--- config.mk ---
export PLATFORM = sky130hd
export DESIGN_NAME = flash_read_arbiter
export DESIGN_NICKNAME = d
export VERILOG_FILES = /design/src/rtl/flash_arb_pkg.sv /design/src/rtl/flex_counter.sv /design/src/rtl/flash_read_arbiter.sv
export SDC_FILE = /design/constraint.sdc
export NUM_CORES = 1
export LEC_CHECK = 0
export ABC_AREA = 1
export BUFFER_PORTS_ARGS = -buffer_cell sky130_fd_sc_hd__buf_2
export CAP_MARGIN = 15
export CORE_UTILIZATION = 50
export DETAILED_ROUTE_END_ITERATION = 8
export PLACE_DENSITY = 0.8
export SYNTH_ARGS = -nofsm -noshare
export SYNTH_HDL_FRONTEND = slang
export SYNTH_SLANG_ARGS = --single-unit
--- constraint.sdc ---
create_clock -name clk -period 3.1 [get_ports clk]
set_input_delay 0.31 -clock clk [delete_from_list [all_inputs] [get_ports clk]]
set_output_delay 0.31 -clock clk [all_outputs]
set_load 0.03 [all_outputs]
--- src/rtl/flash_arb_pkg.sv ---
// Shared types and constants for the flash read arbiter and its requesters.
package flash_arb_pkg;

  localparam int unsigned FLASH_LATENCY = 11;
  localparam int unsigned CNT_W         = 4;

  typedef enum logic [1:0] {
    IDLE  = 2'd0,
    ISSUE = 2'd1,
    WAIT  = 2'd2,
    DONE  = 2'd3
  } arb_state_t;

  typedef enum logic {
    OWN_NET  = 1'b0,
    OWN_HOST = 1'b1
  } owner_t;

endpackage

--- src/rtl/flex_counter.sv ---
// Generic up-counter with synchronous clear, enable and programmable rollover.
module flex_counter #(
  parameter int unsigned NUM_CNT_BITS = 4
) (
  input  logic                    clk,
  input  logic                    n_rst,
  input  logic                    clear,
  input  logic                    count_enable,
  input  logic [NUM_CNT_BITS-1:0] rollover_val,
  output logic [NUM_CNT_BITS-1:0] count_out
);

  logic [NUM_CNT_BITS-1:0] count_d;

  always_comb begin
    count_d = count_out;
    if (clear) begin
      count_d = '0;
    end else if (count_enable) begin
      if (count_out == rollover_val) count_d = NUM_CNT_BITS'(1);
      else                           count_d = count_out + NUM_CNT_BITS'(1);
    end
  end

  always_ff @(posedge clk or negedge n_rst) begin
    if (!n_rst) count_out <= '0;
    else        count_out <= count_d;
  end

endmodule

--- src/rtl/flash_read_arbiter.sv ---
// Arbitrates net/host reads onto the single flash port with a req/done handshake.
// Define FLASH_ARB_FIXED_PRI_EN for fixed net priority instead of round-robin.
module flash_read_arbiter
  import flash_arb_pkg::*;
#(
  parameter int unsigned ADDR_W  = 16,
  parameter int unsigned DATA_W  = 16,
  parameter int unsigned LATENCY = FLASH_LATENCY
) (
  input  logic              clk,
  input  logic              n_rst,
  input  logic              net_req,
  input  logic [ADDR_W-1:0] net_addr,
  output logic              net_done,
  input  logic              host_req,
  input  logic [ADDR_W-1:0] host_addr,
  output logic              host_done,
  output logic [DATA_W-1:0] rdata,
  output logic              busy,
  output logic              flash_ready,
  output logic [ADDR_W-1:0] flash_address,
  input  logic [DATA_W-1:0] flashData_out
);

  localparam logic [CNT_W-1:0] CNT_LAST = CNT_W'(LATENCY - 1);
  localparam logic [CNT_W-1:0] CNT_ROLL = CNT_W'(LATENCY);

  arb_state_t        state, next_state;
  owner_t            owner, owner_d, pick_c;
  logic [ADDR_W-1:0] addr_d;
  logic [DATA_W-1:0] rdata_d;
  logic              cnt_clear, cnt_en;
  logic [CNT_W-1:0]  count;

  flex_counter #(
    .NUM_CNT_BITS (CNT_W)
  ) u_lat_cnt (
    .clk          (clk),
    .n_rst        (n_rst),
    .clear        (cnt_clear),
    .count_enable (cnt_en),
    .rollover_val (CNT_ROLL),
    .count_out    (count)
  );

`ifdef FLASH_ARB_FIXED_PRI_EN
  // Net always wins; host only gets the port when net is idle.
  always_comb pick_c = net_req ? OWN_NET : OWN_HOST;
`else
  owner_t last_grant;

  always_comb begin
    pick_c = net_req ? OWN_NET : OWN_HOST;
    if (net_req && host_req) pick_c = (last_grant == OWN_NET) ? OWN_HOST : OWN_NET;
  end

  // Reset to host so net wins the first tie.
  always_ff @(posedge clk or negedge n_rst) begin
    if (!n_rst)             last_grant <= OWN_HOST;
    else if (state == DONE) last_grant <= owner;
  end
`endif

  always_comb begin
    next_state = state;
    owner_d    = owner;
    addr_d     = flash_address;
    rdata_d    = rdata;
    cnt_clear  = 1'b0;
    cnt_en     = 1'b0;
    case (state)
      IDLE: begin
        if (net_req || host_req) begin
          owner_d    = pick_c;
          addr_d     = (pick_c == OWN_NET) ? net_addr : host_addr;
          next_state = ISSUE;
        end
      end
      ISSUE: begin
        cnt_clear  = 1'b1;
        next_state = WAIT;
      end
      WAIT: begin
        cnt_en = 1'b1;
        if (count == CNT_LAST) begin
          rdata_d    = flashData_out;
          next_state = DONE;
        end
      end
      DONE: begin
        next_state = IDLE;
      end
      default: begin
        next_state = IDLE;
      end
    endcase
  end

  // Outputs are registered from the next state so they line up with the state they describe.
  always_ff @(posedge clk or negedge n_rst) begin
    if (!n_rst) begin
      state         <= IDLE;
      owner         <= OWN_NET;
      flash_address <= '0;
      rdata         <= '0;
      flash_ready   <= 1'b0;
      busy          <= 1'b0;
      net_done      <= 1'b0;
      host_done     <= 1'b0;
    end else begin
      state         <= next_state;
      owner         <= owner_d;
      flash_address <= addr_d;
      rdata         <= rdata_d;
      flash_ready   <= (next_state == ISSUE);
      busy          <= (next_state != IDLE);
      net_done      <= (next_state == DONE) && (owner_d == OWN_NET);
      host_done     <= (next_state == DONE) && (owner_d == OWN_HOST);
    end
  end

endmodule

==> flow_metrics.tcl, run 1 <==
set metrics [dict create \
    outcome "complete, no violations" \
    num_vias 1965 \
    worst-r2r-cell-count 8 \
    grt_remaining_overflow 0 \
    ios 88 \
    cap_violations 0 \
    first_global_vias 1700 \
    route.final.wire_length_mm 4.71 \
    critPathMaxFanout 17 \
    clk_path_buf_depth 2 \
    clock_latency_on_the_worst_skew_pair_ns 0.30 \
    die_area_um2 4540 \
    avgRoutedWirePerCell_um 12.0 \
    worstPathArrival_ns 2.18 \
    post-route-drc-count 0 \
    placement.io_buffers 87 \
    global_placer_s_final_weighted_congestion 0.825 \
    setup_viol 0 \
    area.sequential_um2 1100 \
    critical_path.endpoint_type "flop" \
    layout_min_cycle_time_ns 2.00 \
    power-per-cell-area_nw_per_um2 1040 \
    vdd_drop_max_mv 0.490 \
    fin_worst_hold_slack_ns 0.156 \
    final_antenna_net_count 0 \
    r2r_setup_slack_ns 1.10 \
    cts_num_sinks 44 \
    grt_usage_pct 22.0 \
    die-width_um 67.4 \
    synth.ff_latch_count 44 \
    grt_antenna_before_repair 0 \
    start_util_pct 52.7 \
    biggest_area_consumer_among_synthesized_cells "dfrtp_1" \
    cts_root_buffer "clkbuf_8" \
    timing.final.max_slew_violations 0 \
    timing.clock.skew_ns 0.0115 \
    postCtsHoldBufs 0 \
    post_route_cells_drive_above_1_share_pct 33.3 \
    floorplan.rows 23 \
    die_height_um 67.4 \
    worstReg2RegStart "state[0]" \
    viasPerCell 5.01 \
    post-layout-total-power_mw 2.81 \
    timing.max_slew.rel_slack_pct 37.1 \
    worstPathRequired_ns 3.28 \
    cts-htree-levels 2 \
    capture_instance_of_the_worst_register_to_register_path "busy" \
    synth-seq-area-share_pct 51.5 \
    cts_setup_buffers 0 \
    setup_total_negative_slack_ns 0 \
    synth_area_per_cell_um2 8.36 \
    cts_tree "built" \
    first_iter_violations 177 \
    fillerInstances 343 \
    netlist_top_cells_area "dfrtp_1, nand2_1, nand3_1, ha_1, nand2_2" \
    synth.net_count 315 \
    max_clock_freq_mhz 501 \
    multi_input_area_um2 932 \
    design.core.area_um2 4060 \
    cts.repair.resized 0 \
    post_detail_place_hpwl_mm 3.42 \
    p_leak_nw 1.53 \
    synth_top_cell_area_share_pct 50.3 \
    num_antenna_cells 0 \
    cts-buffers-inserted 5 \
    timing.hold.worst.class "primary input to asynchronous set/reset pin" \
    most-common-layout-cells "nand2_1, buf_2, dfrtp_1" \
    synth.distinct_cells 23 \
    global_route_wire_length_before_repair_mm 7.31 \
    layout_worst_path_cycle_share_pct 64.4 \
    synth-warning-count 0 \
    path_clk_slew_ns 0.08 \
    hold_viol 0 \
    worstSetupStartpointType "flop" \
    timing_worst_setup_path_type "flop to flop" \
    grt_max_degree 45 \
    synthToLayoutAreaGrowth_pct 26.3 \
    mostFrequentLayoutCell "nand2_1" \
    synthesis.area_um2 2140 \
    finish.net_count 400 \
    tightestPinTransition_ns 0.944 \
    rsz_0062_raised_after_global_routing "no" \
    netlist_instances 256 \
    drt_pre_antenna_iters 4 \
]
[critical path, cell delays in order (launching register included)]
cell and delay, ns:
dfrtp_1 0.39, inv_1 0.11, ha_1 0.23, nand2_1 0.08, clkinv_1 0.36, nand2_2 0.41
nand2_1 0.11, nand2_1 0.12, nand2_1 0.07
[layout make-up]
cell class / count / share of cell area (%)
Clock buffer: 6 / 2.69
Clock inverter: 2 / 2.22
Multi-Input combinational cell: 193 / 34.5
Sequential cell: 44 / 40.8
Timing Repair Buffer: 87 / 16.1
Inverter: 10 / 1.39
Tap cell: 50 / 2.31
[sequential cells by signal (all words and copies together), names as in the netlist]
| register | flops |
|---|---|
| flash_ready | 1 |
| state | 2 |
| flash_address | 16 |
| u_lat_cnt.count_out | 4 |
| net_done | 1 |
| owner | 1 |
| last_grant | 1 |
| busy | 1 |
| host_done | 1 |
| rdata | 16 |
[cell families after synthesis]
group	count (synthesis)	share of synthesized area [%]
muxes	1	0.526
DFF	44	51.5
and+or+nand+nor	178	36.6
AOI/OAI and AO/OA	7	2.34
buffers and inverters	19	4.91
adders and majority gates	7	4.09
[where the power goes]
| part | internal [mW] | switching (mW) |
|---|---|---|
| clock | 0.322 | 0.189 |
| combinational | 0.389 | 0.941 |
| sequential | 0.822 | 0.150 |
[cells in the mapped netlist]
cell type,instances
a21oi_1,3
a31oi_1,1
buf_1,1
buf_2,3
buf_4,2
buf_6,3
clkinv_1,1
dfrtp_1,43
dfstp_2,1
ha_1,7
inv_1,7
inv_2,2
mux2_2,1
nand2_1,119
nand2_2,11
nand2_4,3
nand3_1,37
nand4_1,1
nor2_1,6
nor2_8,1
o21ai_0,1
o21ai_4,1
o31ai_1,1
[how the worst max path moves through the flow]
stage / startpoint / endpoint / cells after the start
2_1_floorplan: state[0] / rdata[10] / 7
3_3_place_gp: state[0] / busy / 8
3_5_place_dp: state[0] / busy / 8
4_1_cts: state[0] / busy / 8
5_1_grt: state[0] / busy / 8
6_report: state[0] / busy / 8
[stage by stage]
step / cells / area (um2) / worst slack (ns) / util (%)
finish: 392 / 2700 / 1.10 / 66.6
CTS: 392 / 2700 / 1.08 / 66.6
global placement: 384 / 2570 / 1.19 / 63.3
floorplan: 256 / 2140 / 1.73 / -
detailed placement: 384 / 2570 / 1.10 / 63.3
global route: 392 / 2700 / 0.919 / 66.6
[metal layers]
layer	track usage, %	up-vias	part of all wire (%)
met3	4.73	5	7.6
met2	37.6	80	50
li1	-	975	-
met1	26.3	905	41
met5	0	-	0
met4	10.4	0	1.3
Power figures use the tool's default switching activity.
==> run 2: changes to the inputs <==
Settings changed: CORE_UTILIZATION 50 to 48, PLACE_DENSITY 0.8 to 0.77.
Clock period 3.1 ns to 2.04 ns, I/O delays scaled along.
==> flow_metrics.tcl, run 2 (synthesis results as in run 1) <==
set metrics [dict create \
    worstSetupStartpointType "flop" \
    grt_usage_pct 21.6 \
    cts_num_sinks 44 \
    avgRoutedWirePerCell_um 12.0 \
    multi_input_area_um2 932 \
    clock_latency_on_the_worst_skew_pair_ns 0.30 \
    p_leak_nw 1.54 \
    power-per-cell-area_nw_per_um2 1540 \
    num_vias 1957 \
    drt_pre_antenna_iters 4 \
    hold_viol 0 \
    timing_worst_setup_path_type "flop to flop" \
    num_antenna_cells 0 \
    timing.critical_path.cells "inv_1 > ha_1 > nand2_1 > clkinv_1 > nand2_2 > nand2_1 > nand2_1 > nand2_1" \
    cts.repair.resized 0 \
    fin_cells 396 \
    met3_length_um 374 \
    cts_tree "built" \
    global_route_wire_length_before_repair_mm 7.35 \
    routed.top_layer "met4" \
    setup_total_negative_slack_ns 0 \
    crit_family "simple AND/OR/NAND/NOR gates" \
    first_global_vias 1706 \
    floorplan.rows 23 \
    grt_remaining_overflow 0 \
    met1Wirelength_mm 2.09 \
    worst_path_max_delay_cell "dfrtp_1" \
    timing.hold.worst.class "primary input to flop" \
    die-width_um 68.8 \
    cts_root_buffer "clkbuf_8" \
    routed-wl-met2_mm 2.18 \
    mostFrequentLayoutCell "nand2_1" \
    post_detail_place_hpwl_mm 3.45 \
    start_util_pct 51.6 \
    outcome "complete, no violations" \
    critPathMaxFanout 17 \
    sequentialPowerShare_pct 35.0 \
    p_int_mw 2.28 \
    cp_peak_stage_delay_ns 0.40 \
    fillerInstances 367 \
    cts-htree-levels 2 \
    clkPwrFrac_pct 17.2 \
    post-route-drc-count 0 \
    design.core.area_um2 4140 \
    grt_max_degree 20 \
    route.final.wire_length_mm 4.75 \
    ios 88 \
    layout_min_cycle_time_ns 1.54 \
    synthToLayoutAreaGrowth_pct 27.5 \
    biggestRegsByFlops "flash_address: 16 flops, rdata: 16 flops, u_lat_cnt.count_out: 4 flops" \
    post_route_cells_drive_above_1_share_pct 34.1 \
    vdd_drop_max_mv 0.892 \
    netSwitchingFraction_pct 45.9 \
    cts-buffers-inserted 5 \
    gate_power_share_pct 47.7 \
    rsz_0062_raised_after_global_routing "no" \
    layout_worst_path_cycle_share_pct 75.3 \
    placement.io_buffers 87 \
    total_net_switching_power_mw 1.93 \
    path_clk_slew_ns 0.08 \
    most-common-layout-cells "nand2_1, buf_2, dfrtp_1" \
    timing.clock.skew_ns 0.00661 \
    numPlacedInstances 387 \
    finish.net_count 404 \
    crit_buf_inv 2 \
    final_antenna_net_count 0 \
    max_clock_freq_mhz 651 \
    critical_path.endpoint_type "flop" \
    first_iter_violations 114 \
    timing.final.max_slew_violations 0 \
    die_area_um2 4730 \
    timing.max_slew.rel_slack_pct 68.3 \
    clk_path_buf_depth 2 \
    timing.critical_path.mode_cell "nand2_1" \
    cap_violations 0 \
    area.sequential_um2 1100 \
    grt_antenna_before_repair 0 \
    global_placer_s_final_weighted_congestion 0.741 \
    viasPerCell 4.94 \
    tightestPinTransition_ns 0.474 \
    worstPathRequired_ns 2.23 \
    setup_viol 0 \
    worstPathArrival_ns 1.73 \
    die_height_um 68.8 \
]
## run 2: changes by cell type in the layout (fill, tap and decap cells not counted), sizes merged
cell         delta
bufinv          -1
clkbuf          +1
buf             +3
dlygate4sd3     +1
## run 2: timing repair
action	in CTS	in global routing
buffers inserted	0	0
hold buffers	1	0
endpoints found under the hold margin	15	0
## run 2: through the flow
stage          area, um2  utilization, %  worst slack (ns)  power [mW]  hold slack (ns)
6_report            2730            65.9             0.503        4.21            0.133
4_1_cts             2730            65.9             0.507        4.25            0.122
5_1_grt             2730            65.9             0.326        4.53            0.130
3_3_place_gp        2590            62.6             0.564        3.46            0.143
3_5_place_dp        2590            62.6             0.504        3.50            0.144
2_1_floorplan       2140               -             0.669        2.95          -0.0916
## run 2: final cells by class
type,count,share of cell area (%)
timing repair buffer,91,17.1
tap,50,2.29
inverter,10,1.38
clock inverter,1,1.10
sequential,44,40.4
multi-input combinational,193,34.2
clock buffer,7,3.53
## run 2: final timing paths
kind                                       start                end  slack, ns  depth (start not counted)
worst max-delay path                    state[0]               busy       0.50                          8
worst min-delay path            flashData_out[7]           rdata[7]       0.13                          3
worst max register to register          state[0]               busy       0.50                          8
worst min register to register          rdata[9]           rdata[9]       0.47                          2
max in group asynchronous                  n_rst         last_grant       1.10                          3
min in group asynchronous                  n_rst  flash_address[10]       0.35                          2
## run 2: power by group through the flow
stage                     logic, mW  registers, mW  clock network (mW)
after detailed placement       2.02           1.49                   0
after global routing           2.24           1.52               0.769
final                          2.01           1.48               0.727
after CTS                      2.03           1.47               0.749
after global placement         1.98           1.48                   0
after floorplan               0.909           2.04                   0
## run 2: layer usage
| metal | vias up | GRT usage, % |
|---|---|---|
| li1 | 985 | - |
| met4 | 0 | 13.3 |
| met5 | - | 0 |
| met1 | 888 | 25.7 |
| met3 | 10 | 4.77 |
| met2 | 74 | 35.4 |
## run 2: worst register-to-register path, stage by stage, from the launching register on
cell and delay, ns:
dfrtp_1 0.40, inv_1 0.10, ha_1 0.22, nand2_1 0.07, clkinv_1 0.08, nand2_2 0.25, nand2_1 0.12, nand2_1 0.13
nand2_1 0.06
